File: src/rtl/wb_cmd_master.sv
// Purpose : single-transfer Wishbone initiator that turns valid/ready commands into classic STB/ACK cycles.
// Latency : command edge N -> STB high from N; response valid one edge after ACK (zero-wait slave: after N+1).
// Backpr. : one command in flight; oCMD_RDY only in IDLE, response held stable until iRSP_RDY.
//
// Ports
//   iCLK, iRST                 clock, synchronous active-high reset
//   iCMD_VALID/oCMD_RDY        command handshake; iCMD_WE/iCMD_ADR/iCMD_DAT sampled on accept edge only
//   oRSP_VALID/iRSP_RDY        response handshake; oRSP_DAT (read data, else 0), oRSP_ERR (timeout abort)
//   oADR/oDAT/oWE/oSTB         Wishbone initiator outputs, all registered
//   iDAT/iACK                  Wishbone slave returns; ignored outside a bus cycle
module wb_cmd_master #(
    parameter int AW      = 32,
    parameter int DW      = 32,
    parameter int TIMEOUT = 16
) (
    input  logic          iCLK,
    input  logic          iRST,
    input  logic          iCMD_VALID,
    output logic          oCMD_RDY,
    input  logic          iCMD_WE,
    input  logic [AW-1:0] iCMD_ADR,
    input  logic [DW-1:0] iCMD_DAT,
    output logic          oRSP_VALID,
    input  logic          iRSP_RDY,
    output logic [DW-1:0] oRSP_DAT,
    output logic          oRSP_ERR,
    output logic [AW-1:0] oADR,
    output logic [DW-1:0] oDAT,
    input  logic [DW-1:0] iDAT,
    output logic          oWE,
    output logic          oSTB,
    input  logic          iACK
);

    // One extra bit so TIMEOUT-1 is always representable; the count stops there.
    localparam int            CW       = $clog2(TIMEOUT) + 1;
    localparam logic [CW-1:0] CNT_LAST = CW'(TIMEOUT - 1);

    typedef enum logic [1:0] {
        ST_IDLE = 2'd0,
        ST_BUS  = 2'd1,
        ST_RESP = 2'd2
    } state_t;

    state_t        state_q, state_d;
    logic [CW-1:0] cnt_q, cnt_d;
    logic          cmd_rdy_q, cmd_rdy_d;
    logic          stb_q, stb_d;
    logic          we_q, we_d;
    logic [AW-1:0] adr_q, adr_d;
    logic [DW-1:0] dat_q, dat_d;
    logic          rsp_vld_q, rsp_vld_d;
    logic [DW-1:0] rsp_dat_q, rsp_dat_d;
    logic          rsp_err_q, rsp_err_d;

    logic          timeout_hit;
    assign timeout_hit = (cnt_q == CNT_LAST);

    // State and output registers.
    always_ff @(posedge iCLK) begin
        if (iRST) begin
            state_q   <= ST_IDLE;
            cnt_q     <= '0;
            cmd_rdy_q <= 1'b1;
            stb_q     <= 1'b0;
            we_q      <= 1'b0;
            adr_q     <= '0;
            dat_q     <= '0;
            rsp_vld_q <= 1'b0;
            rsp_dat_q <= '0;
            rsp_err_q <= 1'b0;
        end else begin
            state_q   <= state_d;
            cnt_q     <= cnt_d;
            cmd_rdy_q <= cmd_rdy_d;
            stb_q     <= stb_d;
            we_q      <= we_d;
            adr_q     <= adr_d;
            dat_q     <= dat_d;
            rsp_vld_q <= rsp_vld_d;
            rsp_dat_q <= rsp_dat_d;
            rsp_err_q <= rsp_err_d;
        end
    end

    // Next-state logic.
    always_comb begin
        state_d = state_q;
        unique case (state_q)
            ST_IDLE: if (iCMD_VALID)              state_d = ST_BUS;
            ST_BUS:  if (iACK || timeout_hit)     state_d = ST_RESP;
            ST_RESP: if (iRSP_RDY)                state_d = ST_IDLE;
            default:                              state_d = ST_IDLE;
        endcase
    end

    // Output next-values; everything holds unless the current state changes it.
    always_comb begin
        cnt_d     = cnt_q;
        cmd_rdy_d = cmd_rdy_q;
        stb_d     = stb_q;
        we_d      = we_q;
        adr_d     = adr_q;
        dat_d     = dat_q;
        rsp_vld_d = rsp_vld_q;
        rsp_dat_d = rsp_dat_q;
        rsp_err_d = rsp_err_q;
        unique case (state_q)
            ST_IDLE: begin
                if (iCMD_VALID) begin
                    we_d      = iCMD_WE;
                    adr_d     = iCMD_ADR;
                    dat_d     = iCMD_DAT;
                    stb_d     = 1'b1;
                    cmd_rdy_d = 1'b0;
                    cnt_d     = '0;
                end
            end
            ST_BUS: begin
                // ACK is checked first so an ACK on the last allowed cycle completes normally.
                if (iACK) begin
                    stb_d     = 1'b0;
                    we_d      = 1'b0;
                    rsp_dat_d = we_q ? '0 : iDAT;
                    rsp_err_d = 1'b0;
                    rsp_vld_d = 1'b1;
                end else if (timeout_hit) begin
                    stb_d     = 1'b0;
                    we_d      = 1'b0;
                    rsp_dat_d = '0;
                    rsp_err_d = 1'b1;
                    rsp_vld_d = 1'b1;
                end else begin
                    cnt_d = cnt_q + 1'b1;
                end
            end
            ST_RESP: begin
                if (iRSP_RDY) begin
                    rsp_vld_d = 1'b0;
                    rsp_dat_d = '0;
                    rsp_err_d = 1'b0;
                    cmd_rdy_d = 1'b1;
                end
            end
            default: begin
                cmd_rdy_d = 1'b1;
                stb_d     = 1'b0;
                rsp_vld_d = 1'b0;
            end
        endcase
    end

    assign oCMD_RDY   = cmd_rdy_q;
    assign oSTB       = stb_q;
    assign oWE        = we_q;
    assign oADR       = adr_q;
    assign oDAT       = dat_q;
    assign oRSP_VALID = rsp_vld_q;
    assign oRSP_DAT   = rsp_dat_q;
    assign oRSP_ERR   = rsp_err_q;

endmodule
File: config.mk
export PLATFORM = sky130hd
export DESIGN_NAME = wb_cmd_master
export DESIGN_NICKNAME = d
export VERILOG_FILES = /design/src/rtl/wb_cmd_master.sv
export SDC_FILE = /design/constraint.sdc
export NUM_CORES = 1
export LEC_CHECK = 0
export ABC_AREA = 1
export CAP_MARGIN = 20
export CORE_UTILIZATION = 30
export CTS_CLUSTER_DIAMETER = 120
export CTS_CLUSTER_SIZE = 14
export DETAILED_ROUTE_END_ITERATION = 10
export GPL_TIMING_DRIVEN = 0
export HOLD_SLACK_MARGIN = 0.15
export PLACE_DENSITY = 0.65
export SLEW_MARGIN = 25
export SYNTH_ARGS = -nofsm -noshare
export SYNTH_HDL_FRONTEND = slang
export SYNTH_SLANG_ARGS = --single-unit
File: constraint.sdc
create_clock -name iCLK -period 2.5 [get_ports iCLK]
set_clock_uncertainty 0.05 [all_clocks]
set_input_delay 0.25 -clock iCLK [delete_from_list [all_inputs] [get_ports iCLK]]
set_output_delay 0.25 -clock iCLK [all_outputs]
set_load 0.02 [all_outputs]
==> metrics <==
DRC Markers=0; Vias/cell=4.29; leak pwr=3.02 nW; PortBufs=202; layout cells sized above 1=5.94%; most used cell, CP=nand2_1; Worst EP required=2.70 ns; status=complete, no violations; Synth area leaders=dfxtp_1 49%, nor2_1 15%, nand3_1 7.8%, nand2_1 7.2%, o21ai_0 7.2%; top post-synthesis cells by count=175 x nor2_1, 108 x dfxtp_1, 86 x nand2_1, 70 x inv_1, 69 x nand3_1; drt total wl=12,900 microns; maxcap violations=0; DR pass1 iterations=4; FFs w/ async S/R, synth=0%; min Tclk post-route=1.93 ns; crit-path max FO=10; final instance area=6990 sq um; Seq cells post-synth=108; Seq/Total Area, Yosys=48.6%; DIE AREA=15,300 sq um; Max Fclk=0.519 GHz; RSZ-0062 raised after global routing=false; Slowest-stage cell, CP=dfxtp_1; count leader, synth=nor2_1; global-route usage over all layers=16.8%; post-synth top area cell=dfxtp_1; Net Count, Synth=745; initial antenna violation count=0; CP cell instances=ha_1, nand2_1, nor2_1, ha_1, inv_1, nand2_1, nand2_1, nand2_1, buf_4, nand3_1, nand2_1, nor2_1; Setup CP Type=reg2reg; gp weighted congestion=0.783; die height=124 microns; hold_buf cts=0; Sink Count=108; Syn Std Cell Area=4450 sq um; pwr dens=657 nW/um^2; Worst path max stage delay=0.39 ns; CTS Buffer Depth=2; Via Count=4,470; H-tree Lvls=3; post-synth top area share=48.6%; IO Pins=203; peak supply drop=0.000381 V; syn_area_per_cell=6.95 sq um; slew of the pin with the lowest slew margin=0.469 ns; worst hold path class=reg2reg; Post-synth EDFFs=0; Die Wd=124 microns; antenna-violating nets left=0; critical path startpoint category=register; final setup vio count=0; Worst-path clk slew=0.07 ns; HPWL after detailed placement=9360 microns; Setup TNS=0 ns; top_reg_cell synth=dfxtp_1; first-pass GRT wire length=19,900 microns; Starting Density=30.6%; slew margin rel.=68.7%; final period utilization=77.0%; Total Power=4.60 mW; CTS Buf Count=9; remaining global-route overflow=0; CP endpoint kind=register; FF+latch area=2160 sq um; placed insts=1,027; vias in the first global route=4,004; Fillers=1,523; post-placement cell area=6710 sq um; largest net degree at the start of global routing=17; Ys Warns=0; Netlist cell types=20; Final Max Tran Viols=0; Crit path arrival time=2.13 ns; # diodes=0; Post-Synthesis Cells=641; Hold Fails Final Rpt=0; root buffer cell=clkbuf_16; area occupied by multi-input gates=1790 sq um; Routed WL per cell=12.4 microns; Post-CTS Resized=0; Core Footprint=14,500 sq um; Final Instance Count excl. Fillers=1,043; clk_lat worst skew=0.35 ns; first-iteration detailed-routing DRC count=178; Net count, final=958; CTS tree=yes; Layout Area Growth over Synthesis=57.0%; Row Count=44; setup bufs post-CTS=0
-- layout by cell type, fill, tap and decap left out, drive strengths merged --
cell	netlist	final
a21oi	8	8
clkbuf	15	26
nor2	177	177
clkinvlp	0	1
inv	76	76
a22oi	1	1
bufinv	0	1
buf	26	26
clkinv	0	3
nand3	71	71
dfxtp	108	108
clkdlybuf4s50	0	202
ha	2	2
o21ai	68	68
nand2	89	89
-- flip-flops by register name, summed over array words and instances (netlist names), 2 cells and up --
signal	count
state_q	2
oDAT	32
oRSP_DAT	32
oADR	32
cnt_q	5
-- critical path: cells and delay by family (launching register included) --
kind | cells | cell delay, ns
buf+inv | 2 | 0.24
fa+ha+maj | 2 | 0.35
simple gates | 8 | 0.80
flops | 1 | 0.39
-- final cells by class --
class | instances | area share, %
sequential | 108 | 30.9
buffer | 41 | 3.02
timing repair buffer | 202 | 28.9
tap | 184 | 3.29
inverter | 76 | 4.08
multi-input combinational | 416 | 25.7
clock buffer | 11 | 3.33
clock inverter | 5 | 0.752
-- worst paths after layout --
path                            depth (start not counted)                   endpoint               startpoint  slack [ns]
worst min register to register                          2    oRSP_VALID$_SDFFE_PP0P_  oRSP_VALID$_SDFFE_PP0P_        0.41
worst min-delay path                                    2    oRSP_VALID$_SDFFE_PP0P_  oRSP_VALID$_SDFFE_PP0P_        0.41
worst max-delay path                                   12  oRSP_DAT[22]$_SDFFE_PP0P_    cnt_q[0]$_SDFFE_PP0P_        0.57
worst max register to register                         12  oRSP_DAT[22]$_SDFFE_PP0P_    cnt_q[0]$_SDFFE_PP0P_        0.57
-- power breakdown --
| part | internal [mW] | switching [mW] |
|---|---|---|
| sequential | 1.89 | 0.0792 |
| clock | 0.774 | 0.643 |
| combinational | 0.583 | 0.631 |
| total | 3.24 | 1.35 |
-- per-layer routing --
metal	wire (microns)	vias up	global-route usage, %
li1	-	2399	-
met1	5710	1919	20.7
met2	5790	139	26.9
met3	1200	13	5.72
met4	212	0	6.78
met5	0	-	0
-- per-stage QoR --
stage | util, % | hold slack, ns | setup slack [ns]
after floorplan | - | 0.269 | 0.905
after global placement | 46.1 | 0.397 | 0.438
after detailed placement | 46.1 | 0.405 | 0.428
after CTS | 48.1 | 0.415 | 0.574
after global routing | 48.1 | 0.438 | 0.410
final | 48.1 | 0.411 | 0.574
-- logic make-up (layout without fill, tap and decap cells) --
family	after synthesis	count (layout)	share of synthesized area, %
adder cells (fa/ha/maj)	2	2	0.562
buffers and inverters	117	335	11.2
flip-flops	108	108	48.6
AND/OR/NAND/NOR	337	337	31.0
AO/OA/AOI/OAI	77	77	8.71
(Power assumes the default switching activity.)
